**config.mk**
```make
export PLATFORM = sky130hd
export DESIGN_NAME = t_pulse_gen_flat
export DESIGN_NICKNAME = d
export VERILOG_FILES = /design/src/rtl/t_pulse_gen_if.sv /design/src/rtl/t_pulse_gen.sv /design/src/flat_wrapper.sv
export SDC_FILE = /design/constraint.sdc
export NUM_CORES = 1
export LEC_CHECK = 0
export BUFFER_PORTS_ARGS = -buffer_cell sky130_fd_sc_hd__buf_2
export CAP_MARGIN = 0
export CORE_ASPECT_RATIO = 0.75
export CORE_MARGIN = 2
export CORE_UTILIZATION = 55
export CTS_BUF_LIST = sky130_fd_sc_hd__clkbuf_8
export DETAILED_ROUTE_END_ITERATION = 12
export PLACE_DENSITY = 0.77
export SYNTH_ARGS = -nofsm -noshare
export SYNTH_HDL_FRONTEND = slang
export SYNTH_SLANG_ARGS = --single-unit
```
**constraint.sdc**
```tcl
create_clock -name clk -period 7.8 [get_ports clk]
set_clock_uncertainty 0.15 [all_clocks]
set_input_delay 0.78 -clock clk [delete_from_list [all_inputs] [get_ports clk]]
set_output_delay 0.78 -clock clk [all_outputs]
set_load 0.02 [all_outputs]
```
**src/rtl/t_pulse_gen_if.sv**
```systemverilog
// Handshake/control bundle between a sequencer and t_pulse_gen.
// Optional q_model output appears when T_PULSE_GEN_QMODEL_EN is defined.
interface t_pulse_gen_if #(
    parameter int CNT_W   = 8,
    parameter int BURST_W = 8
);
    logic               start;
    logic               stop;
    logic [CNT_W-1:0]   period;
    logic [BURST_W-1:0] burst;
    logic               t;
    logic               busy;
    logic               done;
    logic [BURST_W-1:0] pulse_cnt;
`ifdef T_PULSE_GEN_QMODEL_EN
    logic               q_model;

    modport master (
        output start, stop, period, burst,
        input  t, busy, done, pulse_cnt, q_model
    );
    modport slave (
        input  start, stop, period, burst,
        output t, busy, done, pulse_cnt, q_model
    );
`else
    modport master (
        output start, stop, period, burst,
        input  t, busy, done, pulse_cnt
    );
    modport slave (
        input  start, stop, period, burst,
        output t, busy, done, pulse_cnt
    );
`endif
endinterface

```
**src/rtl/t_pulse_gen.sv**
```systemverilog
// Programmable toggle-enable generator feeding a T flip-flop's t input.
// Define T_PULSE_GEN_QMODEL_EN to add the q_model mirror of the downstream FF.
module t_pulse_gen #(
    parameter int CNT_W   = 8,
    parameter int BURST_W = 8
) (
    input  logic         clk,
    input  logic         rst_n,
    t_pulse_gen_if.slave bus
);

    typedef enum logic [1:0] {
        S_IDLE = 2'd0,
        S_RUN  = 2'd1,
        S_DONE = 2'd2
    } state_t;

    state_t             r_state;
    state_t             w_nxt;
    logic [CNT_W-1:0]   r_div;
    logic [CNT_W-1:0]   r_per;
    logic [BURST_W-1:0] r_bst;
    logic [BURST_W-1:0] r_cnt;
    logic               r_t;
    logic               r_done;
    logic               w_hit;
    logic               w_last;
    logic               w_accept;
    logic               w_busy;

    assign w_hit  = (r_div == r_per - CNT_W'(1));
    assign w_last = (r_bst != '0) &&
                    (r_cnt + BURST_W'(1) == r_bst);

    always_ff @(posedge clk or negedge rst_n) begin
        if (!rst_n) begin
            r_state <= S_IDLE;
        end else begin
            r_state <= w_nxt;
        end
    end

    always_comb begin
        w_nxt = r_state;
        unique case (r_state)
            S_IDLE: begin
                if (bus.start && !bus.stop) begin
                    w_nxt = S_RUN;
                end
            end
            S_RUN: begin
                if (bus.stop) begin
                    w_nxt = S_IDLE;
                end else if (w_hit && w_last) begin
                    w_nxt = S_DONE;
                end
            end
            S_DONE:  w_nxt = S_IDLE;
            default: w_nxt = S_IDLE;
        endcase
    end

    always_comb begin
        w_accept = 1'b0;
        w_busy   = 1'b0;
        unique case (r_state)
            S_IDLE:  w_accept = bus.start && !bus.stop;
            S_RUN:   w_busy   = 1'b1;
            S_DONE:  w_busy   = 1'b1;
            default: w_busy   = 1'b0;
        endcase
    end

    // Divider, pulse register and counters follow the FSM decisions above
    always_ff @(posedge clk or negedge rst_n) begin
        if (!rst_n) begin
            r_div  <= '0;
            r_per  <= CNT_W'(1);
            r_bst  <= '0;
            r_cnt  <= '0;
            r_t    <= 1'b0;
            r_done <= 1'b0;
        end else begin
            r_done <= (r_state == S_DONE);
            unique case (r_state)
                S_IDLE: begin
                    r_t <= 1'b0;
                    if (w_accept) begin
                        r_per <= (bus.period == '0) ? CNT_W'(1)
                                                    : bus.period;
                        r_bst <= bus.burst;
                        r_div <= '0;
                        r_cnt <= '0;
                    end
                end
                S_RUN: begin
                    if (bus.stop) begin
                        r_t   <= 1'b0;
                        r_div <= '0;
                    end else if (w_hit) begin
                        r_t   <= 1'b1;
                        r_div <= '0;
                        r_cnt <= r_cnt + BURST_W'(1);
                    end else begin
                        r_t   <= 1'b0;
                        r_div <= r_div + CNT_W'(1);
                    end
                end
                S_DONE:  r_t <= 1'b0;
                default: r_t <= 1'b0;
            endcase
        end
    end

`ifdef T_PULSE_GEN_QMODEL_EN
    logic r_q;

    always_ff @(posedge clk or negedge rst_n) begin
        if (!rst_n) begin
            r_q <= 1'b0;
        end else if (r_t) begin
            r_q <= ~r_q;
        end
    end

    assign bus.q_model = r_q;
`endif

    assign bus.t         = r_t;
    assign bus.busy      = w_busy;
    assign bus.done      = r_done;
    assign bus.pulse_cnt = r_cnt;

endmodule

```
**src/flat_wrapper.sv**
```systemverilog
// flat-port wrapper written by rule: the top's interface ports become plain ports
module t_pulse_gen_flat 
#(
    parameter int CNT_W   = 8,
    parameter int BURST_W = 8
)
  (clk, rst_n, bus_start, bus_stop, bus_period, bus_burst, bus_t, bus_busy, bus_done, bus_pulse_cnt);
  t_pulse_gen_if #(.CNT_W(CNT_W), .BURST_W(BURST_W)) bus_i ();
  input  logic clk;
  input  logic rst_n;
  input wire logic [$bits(bus_i.start)-1:0] bus_start;
  input wire logic [$bits(bus_i.stop)-1:0] bus_stop;
  input wire logic [$bits(bus_i.period)-1:0] bus_period;
  input wire logic [$bits(bus_i.burst)-1:0] bus_burst;
  output wire logic [$bits(bus_i.t)-1:0] bus_t;
  output wire logic [$bits(bus_i.busy)-1:0] bus_busy;
  output wire logic [$bits(bus_i.done)-1:0] bus_done;
  output wire logic [$bits(bus_i.pulse_cnt)-1:0] bus_pulse_cnt;
  assign bus_i.start = bus_start;
  assign bus_i.stop = bus_stop;
  assign bus_i.period = bus_period;
  assign bus_i.burst = bus_burst;
  assign bus_t = bus_i.t;
  assign bus_busy = bus_i.busy;
  assign bus_done = bus_i.done;
  assign bus_pulse_cnt = bus_i.pulse_cnt;
  t_pulse_gen #(.CNT_W(CNT_W), .BURST_W(BURST_W)) u_core (.clk(clk), .rst_n(rst_n), .bus(bus_i));
endmodule
```
# [After elaboration in Yosys (flattened, before gate mapping)]
# Index checks and enable logic that the tools add are counted.
[totals] n_memories=0 wordCells=49 latch_bits=0 ram_bits=0 inputBits=20 romBits=0 regBits=36 out_inout_bits=11
[classes] multipliers=0 div=0 magnitude_cmp=0 reduce_logical=13 bitwise=0 eq_ne=9 addsub=3 shifts=0 mux=17
[op_table] cell="$mux 8" count=6
[op_table] cell="$pmux 8 s2" count=2
[op_table] cell="$add 8x1->8 const B" count=2
[op_table] cell="$eq 8x8->1" count=2
[op_table] cell="$logic_not 8->1" count=1
[op_table] cell="$reduce_bool 8->1" count=1
[op_table] cell="$sub 8x1->8 const B" count=1
[op_table] cell="$mux 2" count=3
[op_table] cell="$ne 2x1->1 const B" count=3
[op_table] cell="$reduce_and 2->1" count=3
[op_table] cell="$mux 1" count=5
[op_table] cell="$pmux 2 s2" count=1
[op_table] cell="$reduce_and 4->1" count=1
[op_table] cell="$logic_and 1x1->1" count=3
[op_table] cell="$ne 3x2->1 const B" count=1
[op_table] cell="$eq 2x1->1 const B" count=1
[op_table] cell="$eq 2x2->1 const B" count=1
[op_table] cell="$logic_not 2->1" count=1
[op_table] cell="$ne 2x2->1 const B" count=1
[op_table] cell="$reduce_bool 2->1" count=1
[op_table] cell="$reduce_or 2->1" count=1
[op_table] cell="$logic_not 1->1" count=1

# [Logic depth before layout (Yosys ltp)]
# Gate-level depths: netlist (run 1).
[logic_depth] depth_word=7 depth_mapped=9 mapped_depth_nobuf=8

# [Least setup slack after synthesis (run 1)]
# Ideal clock, no wire load.
[synth_path] kind="flip-flop to flip-flop" startpoint="register u_core.r_per[0]" endpoint="register u_core.r_state[0]" path_stages_with_launch=10 slack_ps=5234 setup_ps=137 t_arrival_ps=2278 synth_period_minus_slack_ps=2566 n_path_buf=1 required_ps=7513 cell_sequence="dfstp_2 inv_1 ha_1 or3b_2 nor4_1 o2111ai_1 a211o_2 buf_6 o311ai_2 o221ai_2"
[synth_via] elab_chain_cells=5
[synth_lines] element="start: declaration" line_no="t_pulse_gen.sv:21" text="logic [CNT_W-1:0] r_per;"
[synth_lines] element="start signal: assignment" line_no="t_pulse_gen.sv:89" text="r_per <= (bus.period == '0) ? CNT_W'(1)"
[synth_lines] element="$sub 8x1->8" line_no="t_pulse_gen.sv:31" text="assign w_hit = (r_div == r_per - CNT_W'(1));"
[synth_lines] element="$eq 8x8->1" line_no="t_pulse_gen.sv:31"
[synth_lines] element="$logic_and 1x1->1" line_no="t_pulse_gen.sv:54" text="end else if (w_hit && w_last) begin"
[synth_lines] element="$ne 3x2->1 (no source line)"
[synth_lines] element="$reduce_and 2->1 (no source line)"
[synth_lines] element="end signal: assignment" line_no="t_pulse_gen.sv:39" text="r_state <= w_nxt;"
[synth_lines] element="end: declaration" line_no="t_pulse_gen.sv:18" text="state_t r_state;"
# Every way passes these cells.
# A chain may end at the register's enable or synchronous reset.

# [Worst setup path after layout (run 1)]
[layout_path] startpoint="register u_core.r_per[1]" endpoint="register u_core.r_cnt[0] (netlist: u_core.bus.pulse_cnt[0])"
[layout_via] elab_chain_cells=4
[layout_lines] element="$sub 8x1->8" line_no="t_pulse_gen.sv:31"
[layout_lines] element="$eq 8x8->1" line_no="t_pulse_gen.sv:31"
[layout_lines] element="$ne 2x1->1 (no source line)"
[layout_lines] element="$reduce_and 4->1 (no source line)"
[layout_lines] element="end signal: assignment" line_no="t_pulse_gen.sv:103" text="r_cnt <= r_cnt + BURST_W'(1);"
[layout_lines] element="end: declaration" line_no="t_pulse_gen.sv:23" text="logic [BURST_W-1:0] r_cnt;"
# Every way passes these cells.

==> results of run 1 <==
## cells by family after synthesis
logic type,Yosys count,share of synthesized area
AOI/OAI and AO/OA,46,0.171
xor gates and xnor gates,22,0.0870
buffers and inverters,18,0.0390
DFF,36,0.407
and+or+nand+nor,73,0.181
adders and majority gates,6,0.0339
muxes,16,0.0808
## stage by stage
stage	instances	utilization	setup WS (ns)	area, sq um
global placement	289	0.632	4.78	2370
detailed placement	289	0.632	4.76	2370
CTS	297	0.654	4.74	2450
finish	297	0.654	4.71	2450
global route	297	0.654	4.40	2450
floorplan	217	-	5.23	2210
## power by group through the flow
stage	clock (uW)	combinational, uW	sequential (uW)
6_report	124	316	313
5_1_grt	137	349	322
4_1_cts	126	315	312
3_5_place_dp	0	314	316
3_3_place_gp	0	306	315
2_1_floorplan	0	247	305
## Yosys cell counts (all sizes together) (3+ instances only)
cell	instances	area (sq um)
dfrtp	35	876
nand2	18	67.6
mux2	15	169
xnor2	13	114
nor2	10	37.5
nand3	9	45.0
xor2	9	78.8
o21ai	8	43.8
inv	7	26.3
nor3	7	35.0
a31oi	6	37.5
clkbuf	6	23.8
ha	6	75.1
a21oi	5	25.0
nor4	5	37.5
and3	4	25.0
buf	4	32.5
nand4	4	25.0
a41o	3	33.8
nand2b	3	18.8
o211ai	3	22.5
## final cells by class
type | instances | area, sq um
Fill cell | 315 | 1300
Multi-Input combinational cell | 163 | 1230
Clock inverter | 3 | 12.5
Sequential cell | 36 | 902
Clock buffer | 5 | 68.8
Tap cell | 52 | 65.1
Inverter | 8 | 30.0
Timing Repair Buffer | 30 | 150
## worst max-delay path, cell delays in order (launching register included)
cell       delay (ns)
dfrtp_1          0.41
inv_1            0.06
ha_1             0.16
or3b_2           0.49
nor4_1           0.23
o2111ai_1        0.24
a2111oi_4        0.88
nand2_1          0.12
o311ai_1         0.24
## state kept, by name, summed over array words and instances, names as in the netlist
signal / flops
u_core.bus.pulse_cnt: 8
u_core.r_div: 8
u_core.r_bst: 8
u_core.r_state: 2
u_core.r_per: 8
u_core.bus.done: 1
u_core.bus.t: 1
## metal layers
metal | share of wire | up-vias
met5 | 0 | -
met4 | 0.0058 | 0
met3 | 0.071 | 4
met2 | 0.42 | 54
met1 | 0.51 | 844
li1 | - | 867
## how the worst max path moves through the flow
stage	endpoint	slack, ns	cells past startpoint
2_1_floorplan	u_core.r_state[0]	5.23	9
3_5_place_dp	u_core.bus.pulse_cnt[5]	4.76	8
6_report	u_core.bus.pulse_cnt[0]	4.71	8
4_1_cts	u_core.bus.pulse_cnt[7]	4.74	8
3_3_place_gp	u_core.bus.pulse_cnt[3]	4.78	8
5_1_grt	u_core.bus.pulse_cnt[0]	4.40	8
==> Implementation_results.wiki, run 1 <==
{| class="wikitable"
! Metric !! Value
|-
| RSZ-0062 raised after global routing || false
|-
| Vias in the first global route || 1597
|-
| Synthesized cell area || 2210 sq um
|-
| Post-synthesis register bit count || 36
|-
| Most frequent cells in the layout || 35 x dfrtp_1, 30 x buf_2, 18 x nand2_1, 15 x mux2_2, 13 x xnor2_1
|-
| Worst hold margin || 0.376 ns
|-
| Detail Placement HPWL || 3.29 mm
|-
| Total Power Consumption || 754 uW
|-
| Detailed Route WL || between 4 and 5 mm
|-
| Met3 track demand over resource in global routing || 0.0460
|-
| Global-route wire length before repair || 7.69 mm
|-
| Hold_sp || u_core.r_state[1]
|-
| Min-Delay Endpoint || u_core.r_state[1]
|-
| Worst path arrival time || 3.13 ns
|-
| Origin of the critical flop-to-flop path || u_core.r_per[1]
|-
| Number of buffers added on ports || 30
|-
| Total of cells resized after clock tree synthesis || 0
|-
| Fraction of layout instances using a drive strength above 1 || 0.273
|-
| Number of diodes || 0
|-
| Power share of the sequential group || 0.416
|-
| Logic depth of the worst register-to-register path || 8
|-
| Remaining number of nets flagged by the antenna check after routing || 0
|-
| Post-synthesis to final-layout area growth || 10.8%
|-
| Die Footprint || about 4600 sq um
|-
| Relative contribution of combinational cells to total power || 0.419
|-
| CTS Sinks || 36
|-
| Number of unique standard cell types used by synthesis || between 50 and 60
|-
| Clock latency on the worst-skew pair || 0.28 ns
|-
| Clk pin slew, worst setup/hold paths || 0.07 ns
|-
| CP Max Fanout || 16
|-
| Number of standard-cell rows in the floorplan || 19
|-
| Power spent charging and discharging nets || 305 uW
|-
| Final worst path period share || 0.396
|-
| Mean instance size in the synthesized netlist || 10.2 sq um
|-
| Standard cell core area || 3760 sq um
|-
| First-pass iteration count of the detailed router || 5
|-
| Launching element of the worst setup path || u_core.r_per[1]
|-
| Maximum clock insertion buffer count || 2
|-
| Number of standard cells after synthesis || 217
|-
| Number of hold violations in the final report || 0
|-
| TritonCTS clock tree || yes
|-
| Met1 track utilization from global routing || 0.348
|-
| Net Count, Synth || approximately 240
|-
| Final worst path period need || 3.09 ns
|-
| IO Count || 31
|-
| Hold-fix buffers at CTS || 0
|-
| Worst hold path class || reg2reg
|-
| Number of antenna violations at the first check in global routing || 0
|-
| Starting Density || 0.590
|-
| Number of warnings issued by yosys || 0
|-
| Crit path capture type || flip-flop
|-
| CP Data Required Time || just under 8 ns
|-
| Routability congestion estimate from global placement || 0.796
|-
| H-tree lvl count || 2
|-
| Most frequently used flop master after synthesis || dfrtp_1
|-
| Part of the total power dissipated in the clock network || 0.165
|-
| Vertical die dimension || between 50 and 60 um
|-
| Met2 usage in global routing || 0.304
|-
| Setup violation total in the final timing report || 0
|-
| Fraction of registers with async set/reset || 1.00
|-
| Detailed-route wire length per cell || 15.2 um
|-
| Worst IR drop on VDD || around 260 uV
|-
| Internal reg-to-reg setup slack || 4.71 ns
|-
| Total clock buffers created by CTS || 5
|-
| Worst slew margin || 0.195
|-
| Power density cells || about 310 nW/um^2
|-
| Horiz. Die Dim || 77.3 um
|-
| Reg2Reg Capture Point || u_core.bus.pulse_cnt[0]
|-
| Max frequency || between 300 and 400 MHz
|-
| Aggregate global-route resource usage || 0.219
|-
| DRC violation count after routing || 0
|-
| Number of enable-type register cells in the synthesized netlist || 0
|-
| Switching share of power || 0.405
|-
| DRC violation total after the first TritonRoute iteration || 197
|-
| Leading cell type in the layout, fill and taps excluded || dfrtp_1
|-
| Final slew viol count || 0
|-
| Setup TNS || 0 ns
|-
| Number of vias after detailed routing || 1769
|-
| Global route total overflow || 0
|-
| Via-to-Cell Ratio || 5.96
|-
| Outcome || complete, no violations
|-
| Number of max-cap violations || 0
|-
| Startpoint class of the critical path || flip-flop
|-
| Leakage Power || between 0.001 and 0.0015 uW
|-
| Number of cells on the worst hold path || 1
|-
| Post-synthesis sequential area ratio || 0.407
|-
| Clock root cell || clkbuf_8
|-
| Total Nets Final || 270
|-
| Internal power consumption || 449 uW
|-
| Pin count of the biggest net entering global routing || 37
|-
| Kind of critical path || reg2reg
|-
| Worst slew pin tran || ~1.2 ns
|-
| Post-CTS Repair Setup Buffers || 0
|-
| Most used routing layer in global routing || met1
|}
(Power assumes the default switching activity.)
==> run 2, diff against run 1 <==
ABC_AREA = 1   (was not set)
clock period = 3.2 ns   (was 7.8 ns; I/O delays follow)
==> run 2 against run 1 <==
Final cell count is 32% higher. Sequential share of layout area is 0.91 points lower. Die area is 0.80% lower. Worst setup slack worse by 3.7 ns. Largest cell class unchanged. Highest routed layer unchanged. Critical path type unchanged. Non-clock buffer count is 2 higher.
==> Implementation_results.wiki, run 2 <==
{| class="wikitable"
! Metric !! Value
|-
| Outcome || complete, no violations
|-
| CP Max Fanout || 5
|-
| Starting Density || 0.588
|-
| Final slew viol count || 0
|-
| Met2 usage in global routing || 0.353
|-
| Post-synthesis xor/xnor area fraction || 0.0558
|-
| Kind of critical path || reg2reg
|-
| Vias in the first global route || 1835
|-
| DRC violation total after the first TritonRoute iteration || around 130
|-
| TritonCTS clock tree || yes
|-
| Total clock buffers created by CTS || 5
|-
| Most repeated cell in the gate-level netlist after synthesis || nand2_1
|-
| Post-synthesis register bit count || 36
|-
| Horiz. Die Dim || approximately 77 um
|-
| H-tree lvl count || 2
|-
| Pre-CTS setup slack || 1.03 ns
|-
| Leading cell types by total area after synthesis || dfrtp_1 40%, nand2_1 17%, inv_1 7.5%
|-
| Mean instance size in the synthesized netlist || 7.18 sq um
|-
| Total Nets Final || 366
|-
| CP Data Required Time || 3.20 ns
|-
| Fillers || 327
|-
| Share of the synthesized area in compound gates (AO/OA/AOI/OAI) || 0.0889
|-
| Setup violation total in the final timing report || 0
|-
| Leakage Power || 0.00129 uW
|-
| Startpoint class of the critical path || flip-flop
|-
| Clock root cell || clkbuf_8
|-
| Post-synthesis to final-layout area growth || 14.6%
|-
| Number of standard cells after synthesis || 306
|-
| CTS Sinks || 36
|-
| Pin count of the biggest net entering global routing || 37
|-
| Post-synthesis sequential area ratio || 0.411
|-
| Most frequently used flop master after synthesis || dfrtp_1
|-
| Worst hold margin || 0.0837 ns
|-
| DRC violation count after routing || 0
|-
| Number of diodes || 0
|-
| Aggregate global-route resource usage || 0.241
|-
| IO Count || 31
|-
| Combinational family with the most area after synthesis || simple AND/OR/NAND/NOR gates
|-
| Setup TNS || 0 ns
|-
| Worst IR drop on VDD || 530 uV
|-
| Max frequency || 457 MHz
|-
| Final worst path period need || around 2.2 ns
|-
| Clk pin slew, worst setup/hold paths || 0.08 ns
|-
| Power density cells || 759 nW/um^2
|-
| Simple-gate share of the synthesized area || 0.323
|-
| Post-CTS Repair Setup Buffers || 0
|-
| Number of vias after detailed routing || 1911
|-
| Vertical die dimension || 58.7 um
|-
| Number of hold violations in the final report || 0
|-
| Net Count, Synth || 332
|-
| Fraction of registers with async set/reset || 1.00
|-
| Post-synth top area share || 0.399
|-
| Standard cell core area || 3730 sq um
|-
| Detail Placement HPWL || about 3.6 mm
|-
| Crit path capture type || flip-flop
|-
| Most frequent cells in the layout || 98 x nand2_1, 45 x inv_1, 35 x dfrtp_1, 30 x buf_2, 27 x nand3_1
|-
| Number of standard-cell rows in the floorplan || 19
|-
| Maximum clock insertion buffer count || 2
|-
| Number of buffers added on ports || 30
|-
| Share of synthesized cell area in full adder, half adder and majority cells || 0.0342
|-
| Worst slew pin tran || between 0.7 and 0.8 ns
|-
| Routability congestion estimate from global placement || 0.814
|-
| Multi-input gate area in the final layout || roughly 1100 sq um
|-
| Post-Layout Cell Count || between 300 and 400
|-
| Number of max-cap violations || 0
|-
| Clock latency on the worst-skew pair || between 0.2 and 0.3 ns
|-
| Worst slew margin || 0.491
|-
| Remaining number of nets flagged by the antenna check after routing || 0
|-
| Number of antenna violations at the first check in global routing || 0
|-
| Met3 track demand over resource in global routing || 0.0521
|-
| Detailed Route WL || 4.69 mm
|-
| Most numerous cell types in the synthesized netlist || 98 x nand2_1, 44 x inv_1, 35 x dfrtp_1, 27 x nand3_1, 26 x nor2_1
|-
| Worst setup slack after layout || about 1.0 ns
|-
| Final worst path period share || 0.683
|-
| Fraction of synthesized area in multiplexers || 0
|-
| Number of enable-type register cells in the synthesized netlist || 0
|-
| Number of unique standard cell types used by synthesis || 27
|-
| Via-to-Cell Ratio || 4.86
|-
| Synthesized cell area || around 2200 sq um
|-
| First-pass iteration count of the detailed router || 4
|-
| Worst path arrival time || 2.19 ns
|-
| Global-route wire length before repair || 8.47 mm
|-
| Worst hold path class || in2reg
|-
| Leading cell type in the layout, fill and taps excluded || nand2_1
|-
| RSZ-0062 raised after global routing || false
|-
| Sequential cell area || 902 sq um
|-
| Fraction of layout instances using a drive strength above 1 || 0.150
|-
| Die Footprint || about 4500 sq um
|-
| # placed instances || 384
|-
| Detailed-route wire length per cell || 11.9 um
|-
| Global route total overflow || 0
|-
| Number of warnings issued by yosys || 0
|-
| Met1 track utilization from global routing || 0.368
|-
| Post-synthesis cell type with the largest combined area || dfrtp_1
|-
| Most used routing layer in global routing || met1
|}
-- run 2: cell count changes in the layout (fill, tap and decap cells not counted), sizes merged, moves of 7 or more --
cell,delta
xnor2,-7
nand2,+83
o21ai,+16
inv,+37
nand3,+20
mux2,-15
nor2,+19
-- run 2: what timing repair did --
action	4_1_cts	5_1_grt
gates resized for setup	0	0
hold endpoints to repair	35	0
hold buffers	1	0
-- run 2: cell type report --
type	count	area share
well taps	52	0.0258
multi-input cells	220	0.439
repair buffers	32	0.0666
clock inverters	3	0.0154
inverters	45	0.0671
flip-flops and latches	36	0.358
clock buffers	5	0.0273
-- run 2: kinds of logic (layout without fill, tap and decap cells) --
kind of cell,Yosys count,after routing
and+or+nand+nor,164,164
buffers and inverters,50,85
AOI/OAI and AO/OA,36,36
DFF,36,36
xor gates and xnor gates,14,14
adders and majority gates,6,6
-- run 2: per-stage QoR --
stage | total power [uW] | area [sq um] | utilization
6_report | 1910 | 2520 | 0.674
3_3_place_gp | 1500 | 2400 | 0.643
2_1_floorplan | 1330 | 2200 | -
3_5_place_dp | 1520 | 2400 | 0.643
4_1_cts | 1920 | 2520 | 0.674
5_1_grt | 2090 | 2520 | 0.674
-- run 2: path summary, 6_finish.rpt --
check | startpoint | end | slack, ns | cells after the start
setup / recovery | u_core.r_per[0] | u_core.r_div[0] | 1.01 | 12
hold / removal | bus_burst[2] | u_core.r_bst[2] | 0.08 | 3
setup reg to reg | u_core.r_per[0] | u_core.r_div[0] | 1.01 | 12
hold reg to reg | u_core.r_per[7] | u_core.r_per[7] | 0.35 | 2
max in group asynchronous | rst_n | u_core.r_per[7] | 1.92 | 2
min in group asynchronous | rst_n | u_core.r_div[0] | 0.49 | 2
-- run 2: power by group --
group | leakage, uW | switching (uW) | internal (uW) | total [uW]
logic | 0.000761 | 521 | 291 | 812
clock network | 0.0000593 | 162 | 228 | 390
registers | 0.000472 | 121 | 589 | 710
total | 0.00129 | 803 | 1110 | 1910
-- run 2: per-layer routing --
layer	wire, um	share of wire
met1	2470	0.53
met2	1870	0.40
met3	324	0.069
met4	27	0.0058
met5	0	0
-- run 2: critical path, stage by stage (launching register included) --
cell	delay (ns)
dfstp_2	0.55
inv_1	0.10
ha_1	0.27
xnor2_1	0.15
nand2_1	0.06
nand2_1	0.06
nand3_1	0.06
nor2_1	0.12
nand2_2	0.12
nand3_1	0.19
inv_1	0.09
nand2_1	0.06
o21ai_0	0.07
==> run 3, diff against run 2 <==
CORE_UTILIZATION = 53   (was 55)
PLACE_DENSITY = 0.78   (was 0.77)
clock period = 1.99 ns   (was 3.2 ns; I/O delays follow)
==> run 3 against run 2 <==
Total power up 76%. Maximum frequency up 11%. Sequential power up 61%. Global-route usage up 1.5 points. Critical endpoint is now u_core.bus.pulse_cnt[6]. Combinational power up 100%. Highest routed layer unchanged.
==> Implementation_results.wiki, run 3 (same netlist as run 2, synthesis figures left out) <==
{| class="wikitable"
! Metric !! Value
|-
| Aggregate global-route resource usage || 0.257
|-
| Power density cells || 1180 nW/um^2
|-
| Area of all placed cells without fillers || ~2900 sq um
|-
| CTS Sinks || 36
|-
| Clock latency on the worst-skew pair || about 0.30 ns
|-
| Startpoint class of the critical path || flip-flop
|-
| Final worst path period need || a little under 2 ns
|-
| Number of hold violations in the final report || 0
|-
| Setup TNS || 0 ns
|-
| Remaining number of nets flagged by the antenna check after routing || 0
|-
| IO Count || 31
|-
| DRC violation total after the first TritonRoute iteration || 189
|-
| Internal reg-to-reg setup slack || 0.01 ns
|-
| Detailed Route WL || approximately 5.4 mm
|-
| Internal power consumption || 1910 uW
|-
| RSZ-0062 raised after global routing || true
|-
| Power share of the sequential group || 0.338
|-
| Post-detailed-placement cell area || 2510 sq um
|-
| Final slew viol count || 0
|-
| Final worst path period share || 0.994
|-
| Power spent charging and discharging nets || around 1500 uW
|-
| Setup violation total in the final timing report || 0
|-
| Total clock buffers created by CTS || 5
|-
| Worst path arrival time || between 2 and 2.5 ns
|-
| Maximum clock insertion buffer count || 2
|-
| Number of antenna violations at the first check in global routing || 0
|-
| Worst slew margin || 0.670
|-
| CP Max Fanout || 5
|-
| Via-to-Cell Ratio || 5.00
|-
| Standard cell core area || 4000 sq um
|-
| Vias in the first global route || 1966
|-
| Leading cell type in the layout, fill and taps excluded || nand2_1
|-
| Global-route wire length before repair || 9.05 mm
|-
| Horiz. Die Dim || around 80 um
|-
| H-tree lvl count || 2
|-
| Number of cells on the worst hold path || 3
|-
| Relative contribution of combinational cells to total power || 0.489
|-
| Worst hold path class || in2reg
|-
| Total Nets Final || 395
|-
| Starting Density || 0.548
|-
| Number of buffers added on ports || 30
|-
| Die Footprint || about 4700 sq um
|-
| Pin count of the biggest net entering global routing || 37
|-
| Worst IR drop on VDD || 636 uV
|-
| Leakage Power || 0.00144 uW
|-
| Most frequent cells in the layout || 90 x nand2_1, 43 x inv_1, 35 x dfrtp_1, 30 x buf_2, 27 x nand3_1
|-
| Number of vias after detailed routing || 2126
|-
| Kind of critical path || reg2reg
|-
| CP Data Required Time || 2.02 ns
|-
| Post-CTS Repair Setup Buffers || 0
|-
| Fraction of layout instances using a drive strength above 1 || 0.230
|-
| First-pass iteration count of the detailed router || 5
|-
| Number of max-cap violations || 0
|-
| Number of diodes || 0
|-
| Global route total overflow || 0
|-
| Vertical die dimension || ~60 um
|-
| TritonCTS clock tree || yes
|-
| Post-synthesis to final-layout area growth || 29.9%
|-
| Detailed-route wire length per cell || ~13 um
|-
| Outcome || complete, no violations
|-
| Part of the total power dissipated in the clock network || 0.173
|-
| DRC violation count after routing || 0
|-
| Worst slew pin tran || 0.495 ns
|-
| Crit path capture type || flip-flop
|-
| Switching share of power || 0.434
|-
| Number of standard-cell rows in the floorplan || 20
|-
| Fillers || 314
|-
| Routability congestion estimate from global placement || 0.826
|-
| Max frequency || 506 MHz
|-
| Detail Placement HPWL || between 3 and 4 mm
|-
| Clk pin slew, worst setup/hold paths || approximately 0.07 ns
|-
| Logic depth of the worst register-to-register path || 10
|-
| Clock root cell || clkbuf_8
|}
run 3: cell types whose count changed in the layout (fill, tap and decap cells not counted), moves of 2 or more:
cell	delta
nand2_4	+2
dlygate4sd3_1	+14
clkbuf_8	+2
inv_2	+2
nor2_2	+3
inv_1	-2
nor2_1	-3
nand2_1	-8
o21ai_0	-2
o21ai_2	+2
nand2_2	+6
buf_4	+14
ha_1	-2
run 3: repair_timing:
action | in CTS | in global routing
gates cloned | 1 | 0
endpoints found under the hold margin | 49 | 0
hold buffers | 15 | 0
resized for setup | 9 | 16
setup endpoints to repair | 17 | 18
pin swaps | 5 | 8
run 3: power groups by stage:
stage | clock, uW | combinational (uW) | sequential, uW
final | 583 | 1650 | 1140
after global routing | 611 | 1860 | 1160
after CTS | 589 | 1550 | 1130
after detailed placement | 0 | 1420 | 1130
after global placement | 0 | 1380 | 1130
after floorplan | 0 | 1010 | 1120
run 3: final timing paths:
check,end,start
worst min register to register,u_core.r_state[1],u_core.r_state[1]
min in group asynchronous,u_core.r_div[0],rst_n
worst max register to register,u_core.bus.pulse_cnt[6],u_core.r_per[0]
worst min-delay path,u_core.r_per[3],bus_period[3]
max in group asynchronous,u_core.r_per[0],rst_n
worst max-delay path,u_core.bus.pulse_cnt[6],u_core.r_per[0]
run 3: worst max-delay path: stages, from the launching register on:
cell and delay, ns:
dfstp_2 0.54, inv_2 0.05, ha_4 0.25, xor2_1 0.14
o21ai_1 0.11, nor2_2 0.16, nand2_4 0.10, nand2_4 0.09
nand3_4 0.10, nand2_2 0.10, o21ai_2 0.07
run 3: layer usage:
layer	vias to the layer above	track usage	part of all wire
met2	59	0.403	0.42
met4	0	0.0927	0.018
met5	-	0	0
li1	1090	-	-
met3	9	0.0498	0.058
met1	968	0.360	0.50
run 3: area by class of cell:
cell class	instances	area, sq um	share of cell area
clock buffer	7	96.3	0.0338
clock inverter	1	3.75	0.00132
inverter	45	169	0.0592
multi-input combinational	221	1200	0.420
sequential	36	902	0.316
tap	55	68.8	0.0241
timing repair buffer	60	413	0.145
run 3: per-stage QoR:
stage	worst slack [ns]	hold slack [ns]	std cells	power [uW]	utilization
floorplan	0.00143	-0.247	306	2130	-
global placement	-0.0492	0.117	401	2510	0.627
detailed placement	-0.0936	0.119	401	2550	0.627
CTS	0.00373	0.0119	425	3270	0.699
global route	-0.0933	0.0195	425	3640	0.712
finish	0.0126	0.00267	425	3370	0.712
